`config.mk`:
```
export PLATFORM = sky130hd
export DESIGN_NAME = fetch_unit
export DESIGN_NICKNAME = d
export VERILOG_FILES = /design/src/rtl/rv_pkg.sv /design/src/rtl/sync_fifo.sv /design/src/rtl/fetch_unit.sv
export SDC_FILE = /design/constraint.sdc
export NUM_CORES = 1
export LEC_CHECK = 0
export BUFFER_PORTS_ARGS = -buffer_cell sky130_fd_sc_hd__buf_2
export CORE_MARGIN = 2
export CORE_UTILIZATION = 51
export DETAILED_ROUTE_END_ITERATION = 8
export GPL_ROUTABILITY_DRIVEN = 1
export PLACE_DENSITY = 0.76
export RECOVER_POWER = 25
export SLEW_MARGIN = 20
export SYNTH_ARGS = -nofsm -noshare
export SYNTH_HDL_FRONTEND = slang
export SYNTH_HIERARCHICAL = 1
export SYNTH_SLANG_ARGS = --single-unit
```
`constraint.sdc`:
```
create_clock -name clk -period 6.8 [get_ports clk]
set_input_delay 0.68 -clock clk [delete_from_list [all_inputs] [get_ports clk]]
set_output_delay 0.68 -clock clk [all_outputs]
set_load 0.005 [all_outputs]
```
`src/rtl/rv_pkg.sv`:
```
// Shared definitions for the RISC-V core front end.
// Holds the datapath widths, the default reset PC and the base opcodes used
// by both the fetch unit and the control unit.
package rv_pkg;

  localparam int XLEN = 32;
  localparam int ILEN = 32;

  localparam logic [XLEN-1:0] RESET_PC_DEFAULT = 32'h0000_0000;

  // Base opcodes (instr[6:0]) decoded by the control unit.
  localparam logic [6:0] RT  = 7'b0110011;
  localparam logic [6:0] IT  = 7'b0010011;
  localparam logic [6:0] LW  = 7'b0000011;
  localparam logic [6:0] SW  = 7'b0100011;
  localparam logic [6:0] BEQ = 7'b1100011;

  function automatic logic [6:0] opcode_of(input logic [ILEN-1:0] instr);
    return instr[6:0];
  endfunction

endpackage

```
`src/rtl/sync_fifo.sv`:
```
// Synchronous FIFO with registered storage.
// Ports:
//   clk, rst        clock, asynchronous active-high reset
//   push, din       write request and data (ignored when full unless popping)
//   pop             read request (ignored when empty)
//   flush           clears all entries; wins over push and pop
//   dout            head entry, zero when empty
//   full, empty     occupancy flags
//   count           number of valid entries
module sync_fifo #(
  parameter int WIDTH = 64,
  parameter int DEPTH = 2
) (
  input  logic                       clk,
  input  logic                       rst,
  input  logic                       push,
  input  logic                       pop,
  input  logic                       flush,
  input  logic [WIDTH-1:0]           din,
  output logic [WIDTH-1:0]           dout,
  output logic                       full,
  output logic                       empty,
  output logic [$clog2(DEPTH+1)-1:0] count
);

  localparam int CW = $clog2(DEPTH + 1);
  localparam int PW = (DEPTH > 1) ? $clog2(DEPTH) : 1;

  logic [WIDTH-1:0] mem [DEPTH];
  logic [PW-1:0]    rd_ptr;
  logic [PW-1:0]    wr_ptr;
  logic             do_push;
  logic             do_pop;

  function automatic logic [PW-1:0] next_ptr(input logic [PW-1:0] p);
    return (p == PW'(DEPTH - 1)) ? '0 : p + 1'b1;
  endfunction

  assign empty   = (count == '0);
  assign full    = (count == CW'(DEPTH));
  assign do_pop  = pop && !empty;
  // A push into a full FIFO is accepted only when the head leaves in the same cycle.
  assign do_push = push && (!full || do_pop);
  assign dout    = empty ? '0 : mem[rd_ptr];

  // NOTE: sequential state uses non-blocking assignments so every register
  // samples the pre-edge values of the others, independent of statement order.
  always_ff @(posedge clk or posedge rst) begin
    if (rst) begin
      rd_ptr <= '0;
      wr_ptr <= '0;
      count  <= '0;
    end else if (flush) begin
      rd_ptr <= '0;
      wr_ptr <= '0;
      count  <= '0;
    end else begin
      if (do_push) wr_ptr <= next_ptr(wr_ptr);
      if (do_pop)  rd_ptr <= next_ptr(rd_ptr);
      case ({do_push, do_pop})
        2'b10:   count <= count + 1'b1;
        2'b01:   count <= count - 1'b1;
        default: count <= count;
      endcase
    end
  end

  // NOTE: the storage array is deliberately not reset; validity is carried
  // entirely by the pointers and count, and dout is masked when empty.
  always_ff @(posedge clk) begin
    if (do_push && !flush) mem[wr_ptr] <= din;
  end

endmodule

```
`src/rtl/fetch_unit.sv`:
```
// Instruction-fetch stage.
// Owns the PC, issues word fetches over a valid/ready request channel with
// in-order responses, buffers returned words with their PC and presents them
// to decode. A taken-branch redirect flushes buffered and in-flight fetches.
// Ports:
//   clk, rst                        clock, asynchronous active-high reset
//   imem_req_valid/ready/addr       fetch request channel (addr = PC)
//   imem_resp_valid/data            in-order fetch responses
//   id_valid/ready                  handshake toward decode
//   id_instr, id_pc, id_opcode      FIFO head word, its PC and its opcode field
//   redirect_valid, redirect_pc     branch redirect (low two bits ignored)
module fetch_unit #(
  parameter int              XLEN     = rv_pkg::XLEN,
  parameter logic [XLEN-1:0] RESET_PC = rv_pkg::RESET_PC_DEFAULT,
  parameter int              DEPTH    = 2
) (
  input  logic                    clk,
  input  logic                    rst,
  output logic                    imem_req_valid,
  input  logic                    imem_req_ready,
  output logic [XLEN-1:0]         imem_req_addr,
  input  logic                    imem_resp_valid,
  input  logic [rv_pkg::ILEN-1:0] imem_resp_data,
  output logic                    id_valid,
  input  logic                    id_ready,
  output logic [rv_pkg::ILEN-1:0] id_instr,
  output logic [XLEN-1:0]         id_pc,
  output logic [6:0]              id_opcode,
  input  logic                    redirect_valid,
  input  logic [XLEN-1:0]         redirect_pc
);

  import rv_pkg::*;

  localparam int CW = $clog2(DEPTH + 1);

  logic [XLEN-1:0] pc;
  logic [CW-1:0]   outstanding;
  logic [CW-1:0]   drop;
  logic [CW-1:0]   occupancy;
  logic [CW:0]     credits_used;
  logic            accept;
  logic            resp_live;
  logic            push_instr;
  logic            pop_instr;
  logic            fifo_empty;
  logic [XLEN-1:0] tag_pc;

  logic            tag_unused_full;
  logic            tag_unused_empty;
  logic [CW-1:0]   tag_unused_count;
  logic            fifo_unused_full;

  // Credits cover both words still in flight and words already buffered, so
  // the instruction FIFO can never be asked to take more than it holds.
  assign credits_used   = {1'b0, outstanding} + {1'b0, occupancy};
  assign imem_req_valid = !rst && (credits_used < (CW+1)'(DEPTH));
  assign imem_req_addr  = pc;
  assign accept         = imem_req_valid && imem_req_ready;

  // A response with nothing outstanding belongs to a fetch issued before reset.
  assign resp_live  = imem_resp_valid && (outstanding != '0);
  assign push_instr = resp_live && (drop == '0) && !redirect_valid;
  assign pop_instr  = !fifo_empty && id_ready;

  always_ff @(posedge clk or posedge rst) begin
    if (rst) begin
      pc          <= RESET_PC;
      outstanding <= '0;
      drop        <= '0;
    end else begin
      outstanding <= outstanding + CW'(accept) - CW'(resp_live);
      if (redirect_valid) begin
        pc   <= {redirect_pc[XLEN-1:2], 2'b00};
        // Everything not yet returned after this edge is stale, including a
        // fetch accepted in this very cycle.
        drop <= outstanding + CW'(accept) - CW'(resp_live);
      end else begin
        if (accept) pc <= pc + XLEN'(4);
        if (resp_live && (drop != '0)) drop <= drop - 1'b1;
      end
    end
  end

  // PC tags in request order; responses pop them one for one, so stale
  // entries drain naturally alongside the drop count.
  sync_fifo #(
    .WIDTH (XLEN),
    .DEPTH (DEPTH)
  ) u_tag_queue (
    .clk   (clk),
    .rst   (rst),
    .push  (accept),
    .pop   (resp_live),
    .flush (1'b0),
    .din   (pc),
    .dout  (tag_pc),
    .full  (tag_unused_full),
    .empty (tag_unused_empty),
    .count (tag_unused_count)
  );

  sync_fifo #(
    .WIDTH (XLEN + ILEN),
    .DEPTH (DEPTH)
  ) u_instr_fifo (
    .clk   (clk),
    .rst   (rst),
    .push  (push_instr),
    .pop   (pop_instr),
    .flush (redirect_valid),
    .din   ({tag_pc, imem_resp_data}),
    .dout  ({id_pc, id_instr}),
    .full  (fifo_unused_full),
    .empty (fifo_empty),
    .count (occupancy)
  );

  assign id_valid  = !fifo_empty;
  assign id_opcode = opcode_of(id_instr);

endmodule

```
==> results.sh <==
export IMPL_status="complete, no violations"
export IMPL_p_seq_frac=0.498
export IMPL_numCtsBuffers=24
export IMPL_drt_initial_drc_count=354
export IMPL_rrSetupSlack_ns=3.07
export IMPL_min_period_ns=3.73
export IMPL_place_congestion=0.808
export IMPL_clock_root_buffer="clkbuf_16"
export IMPL_grt_pass1_wl_mm=29.4
export IMPL_worst_endpoint_arrival_ns=3.91
export IMPL_finalSetupViolCount=0
export IMPL_r2r_start="u_instr_fifo/count[0]"
export IMPL_cp_data_required_time_ns=6.98
export IMPL_instances_no_fill=1163
export IMPL_core_area_um2=19300
export IMPL_num_antenna_cells=0
export IMPL_fp_row_count=51
export IMPL_place_ws_ns=3.07
export IMPL_r2r_end="u_tag_queue/mem[0][12]"
export IMPL_vias=6122
export IMPL_drtAntennaViolNets=0
export IMPL_cts_hold_buffers_added=0
export IMPL_grt_use_total=0.181
export IMPL_worstSetupPathType="reg -> reg"
export IMPL_drv_cap=0
export IMPL_peakVddDrop_uv=197
export IMPL_h_tree_depth=1
export IMPL_nNetsFinal=955
export IMPL_fin_crit_sh=0.548
export IMPL_grt_start_max_net_pins=67
export IMPL_fin_hold_ws_ns=0.136
export IMPL_viasPerCell=5.26
export IMPL_die_x_um=144
export IMPL_area_growth_pct=18.2
export IMPL_worst_setup_path_end_kind="flop"
export IMPL_worstMarginPinSlew_ns=1.06
export IMPL_numPortBuffers=170
export IMPL_cts_buffer_depth=3
export IMPL_synthCells=704
export IMPL_dp_hpwl_mm=12.3
export IMPL_p_switching_w=0.000800
export IMPL_worstPathMaxFanout=19
export IMPL_layout_commonest_cell="edfxtp_1"
export IMPL_syn_cell_area_um2=9990
export IMPL_yosysWarnings=6
export IMPL_min_path_type="in -> async"
export IMPL_cp_start_kind="flop"
export IMPL_reg2regPathDepth=7
export IMPL_swShare=0.232
export IMPL_wl_per_cell_um=16.5
export IMPL_clkPwrFrac=0.392
export IMPL_die_y_um=144
export IMPL_dp_cells=1119
export IMPL_slew_headroom=0.291
export IMPL_routed_wirelength_mm=19.2
export IMPL_most_common_layout_cells="edfxtp_1, buf_2, nor2_1"
export IMPL_grt_overflow_total=0
export IMPL_finish_utilization=0.610
export IMPL_antenna_found_initial=0
export IMPL_fin_ws_ns=3.07
export IMPL_slew_viol_final=0
export IMPL_cts_tree="yes"
export IMPL_clk_pin_slew_ns=0.06
export IMPL_fmax_ghz=0.268
export IMPL_start_util=0.517
export IMPL_postCtsResizedCells=0
export IMPL_rsz0062_at_grt="false"
export IMPL_powerDensity_nw_per_um2=293
export IMPL_cts_sinks=234
export IMPL_post_cts_repair_setup_buffers=0
export IMPL_die_area_um2=20700
export IMPL_first_pass_iters=4
export IMPL_postSynthAreaPerCell_um2=14.2
export IMPL_clock_latency_ns=0.50
export IMPL_grt_pass1_vias=5767
export IMPL_route_detailed_drc=0
export IMPL_io_pins=175
export IMPL_drive_gt1_frac=0.256
export IMPL_tns_ns=0
export IMPL_p_comb_frac=0.110
export IMPL_skew_ns=0.0162
export IMPL_internal_power_w=0.00265
export IMPL_p_leak_nw=4.38
export IMPL_finalHoldViolCount=0
## per-stage QoR
| stage | instance area [µm²] | power [W] |
|---|---|---|
| finish | 11800 | 0.00345 |
| global route | 11800 | 0.00360 |
| CTS | 11800 | 0.00349 |
| detailed placement | 11000 | 0.00213 |
| global placement | 11000 | 0.00212 |
| floorplan | 10000 | 0.00200 |
## final cells by class
| type | count | area, µm² |
|---|---|---|
| tap | 265 | 332 |
| clock inverter | 8 | 111 |
| clock buffer | 36 | 727 |
| multi-input combinational | 427 | 2850 |
| fill | 1481 | 7530 |
| sequential | 234 | 6820 |
| inverter | 14 | 60.1 |
| timing repair buffer | 179 | 905 |
## worst max path at each step
stage	from	end	slack, ns	cells past startpoint
global placement	u_instr_fifo/count[0]	u_tag_queue/mem[0][12]	3.07	7
floorplan	redirect_valid	u_instr_fifo/mem[1][0]	0.15	6
global route	u_instr_fifo/count[0]	u_tag_queue/mem[0][19]	2.87	7
finish	u_instr_fifo/count[0]	u_tag_queue/mem[0][12]	3.07	7
CTS	u_instr_fifo/count[0]	u_tag_queue/mem[0][19]	3.04	7
detailed placement	u_instr_fifo/count[0]	u_tag_queue/mem[0][12]	3.07	7
## worst max-delay path, stage by stage (launching register included)
cell	delay, ns
dfrtp_1	0.48
and2_1	0.21
fa_1	0.46
or4b_1	0.70
inv_8	0.22
o21ai_2	0.11
nor3_2	0.81
buf_4	0.42
## flip-flops by register name, indices dropped and copies added, names as in the netlist
| name | cells |
|---|---|
| u_tag_queue/wr_ptr | 1 |
| outstanding | 2 |
| drop | 2 |
| imem_req_addr | 30 |
| u_tag_queue/mem | 64 |
| u_tag_queue/rd_ptr | 1 |
| u_instr_fifo/count | 2 |
| u_instr_fifo/wr_ptr | 1 |
| u_instr_fifo/mem | 128 |
| u_tag_queue/count | 2 |
| u_instr_fifo/rd_ptr | 1 |
## routing by layer
layer  GRT usage  wire, µm  up-vias
met3      0.0423      1560       22
met4      0.0413       296        0
met5           0         0        -
met2       0.302      9110      224
li1            -         -     2948
met1       0.243      8250     2928
## power groups by stage
stage,registers (W),clock network (W),logic [W]
after detailed placement,0.00175,0,0.000385
after global routing,0.00173,0.00143,0.000432
after global placement,0.00174,0,0.000372
after floorplan,0.00172,0,0.000281
after CTS,0.00172,0.00138,0.000388
final,0.00172,0.00135,0.000380
No activity file was read; power rests on OpenSTA's default activity.
